==> src/rtl/muldiv_seq.sv <==
// muldiv_seq: iterative RV32M multiply/divide sequencer.
// Borrows the shared execute-stage ALU for one add (multiply) or one
// subtract (divide) per cycle while busy=1. Multiply is shift-add over
// {hi,lo}; divide is restoring with r in hi and q in lo.
// Optional feature macro: MD_SIGNED_EN (signed ops via absolute values at
// accept and a one-cycle FIX state that applies the sign afterwards).
//
// Handshakes: a transfer happens on a rising edge where valid && ready are
// both 1. req_ready is 1 only in IDLE. Once resp_valid rises, it and
// resp_data stay stable until the edge where resp_ready is sampled 1.
module muldiv_seq #(
    parameter int XLEN  = 32,
    parameter int ITERS = 32
) (
    input  logic            clk,
    input  logic            reset,
    input  logic            req_valid,
    output logic            req_ready,
    input  logic [2:0]      req_op,
    input  logic [XLEN-1:0] req_a,
    input  logic [XLEN-1:0] req_b,
    output logic            resp_valid,
    input  logic            resp_ready,
    output logic [XLEN-1:0] resp_data,
    output logic            busy,
    output logic [3:0]      alu_func,
    output logic [XLEN-1:0] alu_a,
    output logic [XLEN-1:0] alu_b,
    input  logic [XLEN-1:0] alu_out,
    input  logic            alu_lt_u
);

    localparam int CW = $clog2(ITERS);
    localparam logic [CW-1:0] LAST_ITER = CW'(ITERS - 1);
    localparam logic [3:0] ALU_ADD = 4'd0;
    localparam logic [3:0] ALU_SUB = 4'd1;

    // State is kept in a named register so checkers can bind to it.
    typedef enum logic [1:0] {
        S_IDLE = 2'd0,
        S_RUN  = 2'd1,
        S_FIX  = 2'd2,
        S_DONE = 2'd3
    } state_t;

    state_t          state;
    logic [CW-1:0]   count;
    logic [2:0]      op;
    logic [XLEN-1:0] acc_hi;   // multiply: high product half; divide: remainder
    logic [XLEN-1:0] acc_lo;   // multiply: multiplier / low half; divide: quotient
    logic [XLEN-1:0] opnd_b;   // multiplicand or divisor

    logic [XLEN-1:0] a_in;
    logic [XLEN-1:0] b_in;
    logic [XLEN-1:0] r_sh;
    logic            r_carry;
    logic            div_take;
    logic [XLEN-1:0] mul_sum;
    logic            mul_carry;
    logic [XLEN-1:0] result_sel;

`ifdef MD_SIGNED_EN
    logic            fix_hi;   // negate product (mul) or remainder (div)
    logic            fix_lo;   // negate quotient (div only)
    logic            a_signed;
    logic            b_signed;
    logic            a_neg;
    logic            b_neg;
    logic            nxt_fix_hi;
    logic            nxt_fix_lo;

    // Operand conditioning at accept: magnitudes in, sign decisions remembered.
    always_comb begin
        a_signed   = (req_op == 3'd1) || (req_op == 3'd2) || (req_op == 3'd4) || (req_op == 3'd6);
        b_signed   = (req_op == 3'd1) || (req_op == 3'd4) || (req_op == 3'd6);
        a_neg      = a_signed && req_a[XLEN-1];
        b_neg      = b_signed && req_b[XLEN-1];
        a_in       = a_neg ? -req_a : req_a;
        b_in       = b_neg ? -req_b : req_b;
        if (req_op[2]) begin
            // Quotient sign is only applied when the divisor is nonzero so that
            // divide-by-zero still yields all ones.
            nxt_fix_lo = (a_neg ^ b_neg) && (req_b != '0);
            nxt_fix_hi = a_neg;
        end else begin
            nxt_fix_lo = a_neg ^ b_neg;
            nxt_fix_hi = a_neg ^ b_neg;
        end
    end
`else
    // Unsigned-only build: operands are used as presented.
    always_comb begin
        a_in = req_a;
        b_in = req_b;
    end
`endif

    assign req_ready = (state == S_IDLE);
    assign busy      = (state != S_IDLE);

    // ALU operand steering; the ALU is only driven with real work in RUN.
    always_comb begin
        r_sh     = {acc_hi[XLEN-2:0], acc_lo[XLEN-1]};
        r_carry  = acc_hi[XLEN-1];
        alu_func = ALU_ADD;
        alu_a    = '0;
        alu_b    = '0;
        if (state == S_RUN) begin
            if (op[2]) begin
                alu_func = ALU_SUB;
                alu_a    = r_sh;
                alu_b    = opnd_b;
            end else begin
                alu_func = ALU_ADD;
                alu_a    = acc_hi;
                alu_b    = opnd_b;
            end
        end
    end

    // Per-iteration datapath decisions derived from the ALU result.
    always_comb begin
        // The 33rd bit shifted out of r means r_sh already exceeds any divisor.
        div_take   = r_carry || !alu_lt_u;
        mul_sum    = acc_lo[0] ? alu_out : acc_hi;
        // Carry out of hi + multiplicand detected as a wrapped (smaller) sum.
        mul_carry  = acc_lo[0] && (alu_out < acc_hi);
        result_sel = ((op == 3'd0) || (op[2:1] == 2'b10)) ? acc_lo : acc_hi;
    end

    // Control FSM and datapath registers.
    always_ff @(posedge clk) begin
        if (reset) begin
            state      <= S_IDLE;
            count      <= '0;
            op         <= '0;
            acc_hi     <= '0;
            acc_lo     <= '0;
            opnd_b     <= '0;
            resp_valid <= 1'b0;
            resp_data  <= '0;
`ifdef MD_SIGNED_EN
            fix_hi     <= 1'b0;
            fix_lo     <= 1'b0;
`endif
        end else begin
            case (state)
                S_IDLE: begin
                    if (req_valid) begin
                        op     <= req_op;
                        acc_hi <= '0;
                        acc_lo <= a_in;
                        opnd_b <= b_in;
                        count  <= '0;
`ifdef MD_SIGNED_EN
                        fix_hi <= nxt_fix_hi;
                        fix_lo <= nxt_fix_lo;
`endif
                        state  <= S_RUN;
                    end
                end
                S_RUN: begin
                    if (op[2]) begin
                        if (div_take) begin
                            acc_hi <= alu_out;
                            acc_lo <= {acc_lo[XLEN-2:0], 1'b1};
                        end else begin
                            acc_hi <= r_sh;
                            acc_lo <= {acc_lo[XLEN-2:0], 1'b0};
                        end
                    end else begin
                        acc_hi <= {mul_carry, mul_sum[XLEN-1:1]};
                        acc_lo <= {mul_sum[0], acc_lo[XLEN-1:1]};
                    end
                    count <= count + CW'(1);
                    if (count == LAST_ITER) begin
`ifdef MD_SIGNED_EN
                        state <= S_FIX;
`else
                        state <= S_DONE;
`endif
                    end
                end
`ifdef MD_SIGNED_EN
                S_FIX: begin
                    if (op[2]) begin
                        if (fix_lo) acc_lo <= -acc_lo;
                        if (fix_hi) acc_hi <= -acc_hi;
                    end else if (fix_hi) begin
                        {acc_hi, acc_lo} <= -{acc_hi, acc_lo};
                    end
                    state <= S_DONE;
                end
`endif
                S_DONE: begin
                    // First DONE cycle registers the selected result; the
                    // response is then held until the consumer takes it.
                    if (!resp_valid) begin
                        resp_valid <= 1'b1;
                        resp_data  <= result_sel;
                    end else if (resp_ready) begin
                        resp_valid <= 1'b0;
                        state      <= S_IDLE;
                    end
                end
                default: begin
                    state <= S_IDLE;
                end
            endcase
        end
    end

endmodule

==> config.mk <==
export PLATFORM = sky130hd
export DESIGN_NAME = muldiv_seq
export DESIGN_NICKNAME = d
export VERILOG_FILES = /design/src/rtl/muldiv_seq.sv
export SDC_FILE = /design/constraint.sdc
export NUM_CORES = 1
export LEC_CHECK = 0
export BUFFER_PORTS_ARGS = -buffer_cell sky130_fd_sc_hd__clkbuf_2
export CORE_ASPECT_RATIO = 0.7
export CORE_MARGIN = 3
export CORE_UTILIZATION = 40
export DETAILED_ROUTE_END_ITERATION = 16
export GPL_TIMING_DRIVEN = 0
export PLACE_DENSITY = 0.63
export SKIP_LAST_GASP = 1
export SYNTH_ARGS = -nofsm -noshare
export SYNTH_HDL_FRONTEND = slang
export SYNTH_SLANG_ARGS = --single-unit
export TNS_END_PERCENT = 10
==> constraint.sdc <==
create_clock -name clk -period 1.9 [get_ports clk]
set_clock_uncertainty 0.2 [all_clocks]
set_input_delay 0.38 -clock clk [delete_from_list [all_inputs] [get_ports clk]]
set_output_delay 0.38 -clock clk [all_outputs]
set_load 0.05 [all_outputs]
After elaboration in Yosys (flattened, before gate mapping):

Cells that the tools add are included.

* register bits after elaboration: 139
* latch bits: 0
* memory bits (writable): 0
* ROM bits: 0
* logic and storage cells: 55
* memories: 0

* add/sub/neg operators: 1
* multipliers: 0
* divide/modulo/power cells: 0
* $lt $le $gt $ge: 1
* equal/unequal tests: 8
* shift-type cells: 0
* mux-type cells: 24
* bitwise operators: 1
* reduce and logical (&&, ||, !) cells: 12

Operators with widths (number)
* $mux 32: 10
* $pmux 32 s2: 2
* $lt 32x32->1: 1
* $pmux 5 s2: 1
* $mux 2: 4
* $ne 2x2->1 const B: 3
* $pmux 2 s3: 1
* $reduce_and 2->1: 3
* $add 5x1->5 const B: 1
* $eq 5x5->1 const B: 1
* $mux 1: 5
* $mux 5: 1
* $eq 2x2->1 const B: 2
* $reduce_and 4->1: 1
* $reduce_bool 2->1: 2
* $logic_not 3->1: 1
* $eq 2x1->1 const B: 1
* $logic_not 2->1: 1
* $logic_or 1x1->1: 2
* $ne 2x1->1 const B: 1
* $logic_and 1x1->1: 1
* $logic_not 1->1: 1
* $not 1->1: 1

Longest topological paths before layout:

Gate-level depths: netlist of the first run.

* word-level depth: 5
* gate-level depth with buffers: 8

Least setup slack after synthesis of the first run:

No wires, ideal clock.

* kind: reg-to-output
* start: reg op[2]
* end: out alu_a[10]
* arrival: 1653 ps
* data required time: 1320 ps
* slack: -333 ps
* cell stages (with the launch flop): 6
* path buffers: 3
* cell sequence: dfxtp_1 > buf_2 > buf_2 > buf_4 > mux2i_1 > nor2_1

* longest elaborated chain between the ends: 2

Ends and longest elaborated chain
* start, declared: RTL line 48 `logic [2:0] op;`
* start signal, assigned: RTL line 150 `op <= req_op;`
* $mux 32: RTL line 109 `if (op[2]) begin`
* $mux 32: RTL line 108 `if (state == S_RUN) begin`
* end, declared: RTL line 27 `output logic [XLEN-1:0] alu_a,`

No other way between the ends.

Final worst setup path of the first run:

* start: reg acc_hi[27]
* end: reg acc_hi[31]

* longest elaborated chain between the ends: 4

Ends and longest elaborated chain
* start, declared: RTL line 49 `logic [XLEN-1:0] acc_hi;`
* start signal, assigned: RTL line 165 `acc_hi <= alu_out;`
* start signal, assigned: RTL line 168 `acc_hi <= r_sh;`
* start signal, assigned: RTL line 172 `acc_hi <= {mul_carry, mul_sum[XLEN-1:1]};`
* $lt 32x32->1: RTL line 127 `mul_carry = acc_lo[0] && (alu_out < acc_hi);`
* $logic_and 1x1->1: RTL line 127
* $mux 32: RTL line 163 `if (op[2]) begin`
* $pmux 32 s2: RTL line 147 `case (state)`

No other way between the ends.
A chain may end at the register's enable or synchronous reset.

==> results of run 1 <==
power groups by stage:
stage	combinational, mW	sequential, mW	clock, mW
after floorplan	0.972	3.16	0
after global placement	1.37	3.20	0
after detailed placement	1.38	3.20	0
after CTS	1.64	3.15	3.47
after global routing	1.93	3.15	3.60
final	1.80	3.14	3.46
through the flow:
| step | setup slack (ns) | power, mW | cell area [um^2] |
|---|---|---|---|
| after global placement | -0.704 | 4.57 | 9570 |
| after global routing | -0.460 | 8.68 | 12200 |
| after floorplan | -0.115 | 4.13 | 8230 |
| after CTS | -0.454 | 8.26 | 11700 |
| after detailed placement | -0.730 | 4.58 | 9570 |
| final | -0.417 | 8.40 | 12200 |
synth_stat cells (32+ instances only):
library cell,number,area (um^2)
clkbuf_1,44,165
dfxtp_1,139,2780
a211oi_1,34,255
a222oi_1,32,320
nor2_1,138,518
a21oi_1,51,255
mux2i_1,68,681
nand2_1,146,548
ha_1,33,413
o211ai_1,61,458
inv_1,34,128
and2_1,33,206
sequential cells by signal, summed over array words and instances (netlist names):
| register | flops |
|---|---|
| count | 5 |
| opnd_b | 32 |
| resp_valid | 1 |
| op | 3 |
| acc_hi | 32 |
| resp_data | 32 |
| acc_lo | 32 |
| state | 2 |
cell families (layout without fill, tap and decap cells):
| kind of cell | count (synthesis) | count (layout) | share of synthesized area [%] |
|---|---|---|---|
| other | 1 | 4 | 0.0471 |
| adders and majority gates | 33 | 33 | 5.19 |
| and+or+nand+nor | 344 | 344 | 18.1 |
| xor gates and xnor gates | 2 | 2 | 0.220 |
| buffers and inverters | 124 | 431 | 7.34 |
| AOI/OAI and AO/OA | 228 | 228 | 21.3 |
| DFF | 139 | 139 | 34.9 |
| muxes | 98 | 98 | 12.8 |
layout make-up:
type | count | area, um^2
fillers | 1609 | 7060
clock inverters | 10 | 114
inverters | 35 | 131
plain buffers | 87 | 616
multi-input cells | 708 | 5330
well taps | 264 | 330
diodes | 1 | 2.50
repair buffers | 277 | 2320
clock buffers | 22 | 494
flip-flops and latches | 139 | 2840
layer usage:
| layer | GRT usage, % | up-vias |
|---|---|---|
| met2 | 39.8 | 449 |
| met3 | 5.33 | 59 |
| met5 | 0 | - |
| met1 | 40.5 | 4221 |
| met4 | 8.42 | 0 |
| li1 | - | 4090 |
how the worst min path moves through the flow:
stage,depth (start not counted),startpoint,endpoint
after floorplan,2,opnd_b[11]$_SDFFE_PP0P_,opnd_b[11]$_SDFFE_PP0P_
after global placement,2,opnd_b[0]$_SDFFE_PP0P_,opnd_b[0]$_SDFFE_PP0P_
after detailed placement,2,opnd_b[7]$_SDFFE_PP0P_,opnd_b[7]$_SDFFE_PP0P_
after CTS,3,req_a[19],acc_lo[19]$_SDFFE_PP0P_
after global routing,3,req_a[24],acc_lo[24]$_SDFFE_PP0P_
final,3,req_a[24],acc_lo[24]$_SDFFE_PP0P_
worst max-delay path, stage by stage, from the launching register on:
cell	delay [ns]
dfxtp_4	0.39
inv_1	0.11
ha_4	0.29
nand4_1	0.08
buf_4	0.17
nor4_4	0.40
nand3_1	0.14
o32ai_2	0.36
nor2_1	0.06
repair_timing:
action                     4_1_cts  5_1_grt
cloned                           4        1
hold buffers                    35        0
setup endpoints to repair       91      191
buffers inserted                 9       27
hold endpoints to repair        35        0
gates resized for setup        213      143
pin swaps                        8        9
==> metrics.md, run 1 <==
| Metric | Value |
|---|---|
| Syn avg cell area | `8.22 um^2` |
| CP Launch Type | `flip-flop` |
| IO Port Bufs | `202` |
| Synth async-reset ratio | `0%` |
| Initial DRC count | `1,104` |
| Leakage power | `4.86 nW` |
| Outcome | `finished with violations` |
| Terminus of the critical flop-to-flop path | `acc_hi[31]$_SDFFE_PP0P_` |
| Max-cap violations | `0` |
| Seq cells post-synth | `139` |
| Post-synth EDFFs | `0` |
| Num CTS Buffers | `17` |
| Setup violations, final | `131` |
| Fmax | `0.432 GHz` |
| CORE AREA | `0.0192 mm^2` |
| Slew margin rel. | `53.1%` |
| Synth Instances | `969` |
| Drc violations | `0` |
| First-pass GRT wire length | `46,400 um` |
| Comb power frac | `21.4%` |
| VDD IR-drop max | `0.477 mV` |
| TNS Setup | `-27.44 ns` |
| Vias | `8,819` |
| Setup ws final | `-0.417 ns` |
| Failing checks | `setup timing` |
| Worst R2R Setup Slack | `-0.42 ns` |
| Worst-Margin Slew | `0.704 ns` |
| Clock transition at path regs | `0.06 ns` |
| DR WL met2 | `13,300 um` |
| RSZ-0062 raised after global routing | `true` |
| Pre-antenna DRT Iters | `7` |
| Sw Share | `29.8%` |
| Total GRT Usage | `27.3%` |
| Placed Cells incl. Taps | `1,437` |
| Hpwl dp | `21,100 um` |
| Layout area overhead | `52.9%` |
| Post-route insts no fill | `1,543` |
| Routed len/inst | `20.1 um` |
| Final hold vios | `0` |
| Crit Path Category | `reg -> reg` |
| P_sw | `2.50 mW` |
| Clock Sink Count | `139` |
| Pwr dens | `690 mW/mm^2` |
| CP startpoint | `acc_hi[27]$_SDFFE_PP0P_` |
| Die Y | `124 um` |
| CP endpoint | `acc_hi[31]$_SDFFE_PP0P_` |
| Hold Crit Class | `in -> reg` |
| Initial antenna violation count | `0` |
| Pint | `5.90 mW` |
| Worst Path Arrival | `2.43 ns` |
| Initial Util | `41.4%` |
| Synthesized area | `0.00796 mm^2` |
| Core Util, Final | `63.3%` |
| Clock period minus worst slack | `2.32 ns` |
| Final Cycle Share | `122%` |
| Largest net degree at the start of global routing | `17` |
| Clk_lat worst skew | `0.44 ns` |
| Vias in the first global route | `8,126` |
| Die ar. | `0.0217 mm^2` |
| Setup crit end kind | `flip-flop` |
| Max Used Layer | `met4` |
| H-tree depth | `4` |
| Register area share after synthesis | `34.9%` |
| CP Max Fanout | `5` |
| Clk buf depth | `2` |
| Share of post-route cells with drive strength above 1 | `37.0%` |
| Final WL | `31,100 um` |
| Total gr overflow | `0` |
| Root Buffer | `clkbuf_16` |
| Vias/cell | `5.72` |
| Library cells used by synthesis | `44` |
| Synth Flop Type | `dfxtp_1` |
| Boundary Pins | `207` |
| Max Slew Vio Count | `0` |
| WL met3 | `2620 um` |
| Synth Warn # | `0` |
| Clock group share of total power | `41.2%` |
| R2R Path Start | `acc_hi[27]$_SDFFE_PP0P_` |
| M1 WL | `14,300 um` |
| Nets | `1,402` |
| Cell row count | `42` |
| Reg2Reg Depth | `8` |
| GP Congestion | `0.927` |
| Most frequent cells in the layout | `146 x nand2_1, 137 x clkbuf_2, 120 x dfxtp_1` |
| WHS | `0.0117 ns` |
| CTS tree | `built` |
| Worst EP required | `2.02 ns` |
| Most common cell after layout, fill and taps aside | `nand2_1` |
| Seq pwr share | `37.4%` |
| Final ANT Viol Nets | `0` |
| Die width | `175 um` |
(Power assumes the default switching activity.)
==> run 2: changes to the inputs <==
--- a/config.mk
+++ b/config.mk
@@ -12,6 +12,7 @@
 export DETAILED_ROUTE_END_ITERATION = 16
 export GPL_TIMING_DRIVEN = 0
 export PLACE_DENSITY = 0.63
+export SETUP_SLACK_MARGIN = 0.1
 export SKIP_LAST_GASP = 1
 export SYNTH_ARGS = -nofsm -noshare
 export SYNTH_HDL_FRONTEND = slang
==> metrics.md, run 2 (same netlist as run 1, synthesis figures left out) <==
| Metric | Value |
|---|---|
| Worst Hold Depth | `3` |
| Max Slew Vio Count | `0` |
| IO Port Bufs | `202` |
| WHS | `0.0153 ns` |
| VDD IR-drop max | `0.604 mV` |
| Total gr overflow | `0` |
| Vias/cell | `5.66` |
| Setup violations, final | `136` |
| Clock period minus worst slack | `2.34 ns` |
| Initial DRC count | `953` |
| CTS tree | `built` |
| Setup crit end kind | `primary output` |
| Pwr dens | `743 mW/mm^2` |
| Crit Path Category | `reg -> out` |
| Leakage power | `4.75 nW` |
| TNS Setup | `-28.33 ns` |
| Final ANT Viol Nets | `0` |
| Largest net degree at the start of global routing | `17` |
| Share of post-route cells with drive strength above 1 | `34.9%` |
| First-pass GRT wire length | `46,600 um` |
| Max-cap violations | `0` |
| Post-route insts no fill | `1,524` |
| Outcome | `finished with violations` |
| Layout area overhead | `50.0%` |
| Final hold vios | `0` |
| Clock transition at path regs | `0.06 ns` |
| Final Cycle Share | `123%` |
| CP Max Fanout | `10` |
| Nets | `1,383` |
| GP Congestion | `0.908` |
| Vias in the first global route | `8,210` |
| Dpl ws | `-0.640 ns` |
| Pre-antenna DRT Iters | `8` |
| Reg2Reg Depth | `7` |
| Die ar. | `0.0217 mm^2` |
| Final WL | `29,900 um` |
| Worst-Margin Slew | `0.681 ns` |
| Die width | `175 um` |
| Failing checks | `setup timing` |
| Total GRT Usage | `27.3%` |
| Num CTS Buffers | `17` |
| Clk_lat worst skew | `0.43 ns` |
| Hpwl dp | `21,100 um` |
| Die Y | `124 um` |
| Worst EP required | `1.32 ns` |
| Initial Util | `41.4%` |
| RSZ-0062 raised after global routing | `true` |
| Hold Crit Class | `in -> reg` |
| Power consumption | `8.88 mW` |
| Routed len/inst | `19.6 um` |
| Root Buffer | `clkbuf_16` |
| Fmax | `0.428 GHz` |
| Initial antenna violation count | `1` |
| Clock Sink Count | `139` |
| Worst Path Arrival | `1.76 ns` |
| Slew margin rel. | `54.6%` |
| H-tree depth | `4` |
| Clk buf depth | `2` |
| Placed Cells incl. Taps | `1,437` |
| Drc violations | `0` |
| Vias | `8,622` |
| CP Launch Type | `flip-flop` |
| Setup ws final | `-0.437 ns` |
| Cell row count | `42` |
| Boundary Pins | `207` |
| Most common cell after layout, fill and taps aside | `nand2_1` |
| CORE AREA | `0.0192 mm^2` |
| Most frequent cells in the layout | `146 x nand2_1, 138 x clkbuf_2, 129 x dfxtp_1` |
-- run 2: changes by cell type in the layout (fill, tap and decap cells not counted), moves of 9 or more --
cell,change
dfxtp_1,+9
dfxtp_4,-13
buf_8,-17
buf_6,-15
buf_4,-26
clkbuf_4,+28
-- run 2: worst max-delay path, cell delays in order, from the launching register on --
cell	delay [ns]
dfxtp_2	0.33
buf_6	0.11
buf_12	0.12
buf_12	0.19
mux2i_4	0.31
nor2_4	0.05
clkbuf_4	0.21
-- run 2: what timing repair did --
action / CTS / global route
gates cloned: 2 / 0
endpoints found under the setup margin: 138 / 197
gates resized for setup: 212 / 27
hold buffers: 35 / 0
buffers inserted: 14 / 3
pin swaps: 11 / 4
endpoints found under the hold margin: 35 / 0
-- run 2: power breakdown --
group | internal, mW | switching, mW
Clock | 2.64 | 1.36
Sequential | 3.03 | 0.135
Combinational | 0.740 | 0.976
Total | 6.41 | 2.47
-- run 2: path summary, 6_finish.rpt --
kind                            from                      end  slack [ns]
max               op[2]$_SDFFE_PP0P_                alu_a[21]       -0.44
min                        req_a[23]  acc_lo[23]$_SDFFE_PP0P_        0.02
max reg2reg  acc_hi[27]$_SDFFE_PP0P_  acc_hi[31]$_SDFFE_PP0P_       -0.43
min reg2reg   opnd_b[5]$_SDFFE_PP0P_   opnd_b[5]$_SDFFE_PP0P_        0.25
-- run 2: cell type report --
cell class                      instances  area [um^2]
Fill cell                            1612         7290
Multi-Input combinational cell        708         5270
Inverter                               35          131
Buffer                                 89          646
Timing Repair Buffer                  256         2060
Tap cell                              264          330
Antenna cell                            1         2.50
Clock buffer                           18          439
Clock inverter                         14          265
Sequential cell                       139         2800
-- run 2: per-stage QoR --
step | utilization [%] | instance area (um^2)
after global routing | 62.1 | 11900
after CTS | 61.4 | 11800
after floorplan | - | 8300
after detailed placement | 50.1 | 9640
final | 62.1 | 11900
after global placement | 50.1 | 9640
-- run 2: per-layer routing --
layer | share of wire [%] | track usage, %
met1 | 46 | 40.0
met2 | 42 | 39.3
met3 | 9.1 | 6.28
met4 | 2.9 | 9.66
met5 | 0 | 0
==> run 3: changes to the inputs <==
==> constraint.sdc (replaced) <==
create_clock -name clk -period 1.9 [get_ports clk]
set_clock_uncertainty 0.2 [all_clocks]
set_input_delay 0.38 -clock clk [delete_from_list [all_inputs] [get_ports clk]]
set_output_delay 0.38 -clock clk [all_outputs]
set_load 0.02 [all_outputs]
==> metrics.md, run 3 (same netlist as run 1, synthesis figures left out) <==
| Metric | Value |
|---|---|
| Initial antenna violation count | `0` |
| Clock Sink Count | `139` |
| CTS tree | `built` |
| Vias | `8,542` |
| Die Y | `124 um` |
| Routed len/inst | `19.1 um` |
| Die width | `175 um` |
| Worst EP required | `1.32 ns` |
| Clock group share of total power | `40.7%` |
| Most frequent cells in the layout | `164 x clkbuf_2, 146 x nand2_1, 126 x dfxtp_1` |
| Core Util, Final | `58.0%` |
| Worst Path Arrival | `1.66 ns` |
| CORE AREA | `0.0192 mm^2` |
| Clock transition at path regs | `0.06 ns` |
| Final ANT Viol Nets | `0` |
| Setup violations, final | `115` |
| IO Port Bufs | `202` |
| Share of post-route cells with drive strength above 1 | `32.4%` |
| Fmax | `0.447 GHz` |
| Clk_lat worst skew | `0.42 ns` |
| Root Buffer | `clkbuf_16` |
| Drc violations | `0` |
| Total gr overflow | `0` |
| Multi-input logic area | `0.00483 mm^2` |
| Nets | `1,386` |
| Num CTS Buffers | `17` |
| Reg2Reg Depth | `8` |
| Initial DRC count | `1,005` |
| WHS | `0.0264 ns` |
| CP startpoint | `op[2]$_SDFFE_PP0P_` |
| Layout area overhead | `40.0%` |
| Sw Share | `28.4%` |
| Worst R2R Setup Slack | `-0.28 ns` |
| Clock period minus worst slack | `2.24 ns` |
| GP Congestion | `0.919` |
| Hold Crit Class | `in -> reg` |
| CP Max Fanout | `7` |
| Final Cycle Share | `118%` |
| VDD IR-drop max | `0.653 mV` |
| Fillers | `1,746` |
| Leakage power | `4.61 nW` |
| Initial Util | `41.4%` |
| Failing checks | `setup timing` |
| Max-cap violations | `0` |
| Final WL | `29,200 um` |
| Comb power frac | `19.3%` |
| Outcome | `finished with violations` |
| Total GRT Usage | `25.7%` |
| Worst-Margin Slew | `0.628 ns` |
| CP Launch Type | `flip-flop` |
| Boundary Pins | `207` |
| Pre-antenna DRT Iters | `10` |
| Terminus of the critical flop-to-flop path | `acc_hi[31]$_SDFFE_PP0P_` |
| Vias/cell | `5.60` |
| Largest net degree at the start of global routing | `17` |
| Most common cell after layout, fill and taps aside | `clkbuf_2` |
| CP endpoint | `alu_a[17]` |
| Hpwl dp | `21,000 um` |
| Dpl ws | `-0.510 ns` |
| Setup ws final | `-0.338 ns` |
| Die ar. | `0.0217 mm^2` |
| P_sw | `2.24 mW` |
| Pwr dens | `706 mW/mm^2` |
| Clk buf depth | `2` |
| R2R Path Start | `acc_hi[27]$_SDFFE_PP0P_` |
| Vias in the first global route | `7,944` |
| Final hold vios | `0` |
| Max Slew Vio Count | `0` |
| First-pass GRT wire length | `44,100 um` |
| Slew margin rel. | `58.1%` |
| H-tree depth | `4` |
| Sequential cell area | `0.00280 mm^2` |
| Crit Path Category | `reg -> out` |
| RSZ-0062 raised after global routing | `true` |
| Seq pwr share | `40.0%` |
| Cell row count | `42` |
| Pint | `5.64 mW` |
| Setup crit end kind | `primary output` |
==> run 3: worst min path at each step <==
stage / from / to / slack [ns] / depth (start not counted)
after detailed placement: opnd_b[18]$_SDFFE_PP0P_ / opnd_b[18]$_SDFFE_PP0P_ / 0.24 / 2
after global routing: req_a[19] / acc_lo[19]$_SDFFE_PP0P_ / 0.03 / 3
final: req_a[16] / acc_lo[16]$_SDFFE_PP0P_ / 0.03 / 3
after CTS: req_a[15] / acc_lo[15]$_SDFFE_PP0P_ / 0.01 / 3
after floorplan: opnd_b[11]$_SDFFE_PP0P_ / opnd_b[11]$_SDFFE_PP0P_ / 0.23 / 2
after global placement: opnd_b[31]$_SDFFE_PP0P_ / opnd_b[31]$_SDFFE_PP0P_ / 0.24 / 2
==> run 3: area by class of cell <==
type / instances / area share [%]
Multi-Input combinational cell: 708 / 43.3
Clock inverter: 7 / 0.584
Sequential cell: 139 / 25.1
Timing Repair Buffer: 260 / 17.1
Inverter: 35 / 1.18
Tap cell: 264 / 2.96
Clock buffer: 24 / 4.41
Antenna cell: 1 / 0.0224
Buffer: 88 / 5.29
==> run 3: metal layers <==
layer  part of all wire, %  track usage, %
met3                   8.7            5.27
met2                    41            36.4
met4                   2.7            8.76
met5                     0               0
met1                    47            38.4
==> run 3: through the flow <==
step / setup TNS [ns] / power (mW) / instance area (um^2) / cells
global route: -32.50 / 8.17 / 11100 / 1525
detailed placement: -30.86 / 4.47 / 9400 / 1437
global placement: -25.16 / 4.45 / 9400 / 1437
CTS: -21.08 / 7.78 / 10900 / 1517
floorplan: 0 / 4.02 / 8060 / 971
finish: -19.49 / 7.87 / 11100 / 1526
==> run 3: worst max-delay path, cell delays in order, from the launching register on <==
cell	delay, ns
dfxtp_2	0.32
buf_6	0.13
buf_12	0.15
buf_12	0.15
mux2i_1	0.12
nor2_2	0.17
buf_2	0.20
==> run 3: power by group through the flow <==
stage	registers (mW)	logic (mW)	clock network [mW]
6_report	3.15	1.52	3.20
5_1_grt	3.16	1.65	3.36
4_1_cts	3.14	1.44	3.21
3_5_place_dp	3.20	1.27	0
3_3_place_gp	3.20	1.26	0
2_1_floorplan	3.16	0.860	0
==> run 3: what timing repair did <==
action                                 in CTS  in global routing
pin swaps                                   2                  8
setup buffers                              11                  7
endpoints found under the hold margin      35                  0
hold buffers                               35                  0
gates cloned                                3                  2
resized for setup                         104                 90
setup endpoints to repair                 150                173
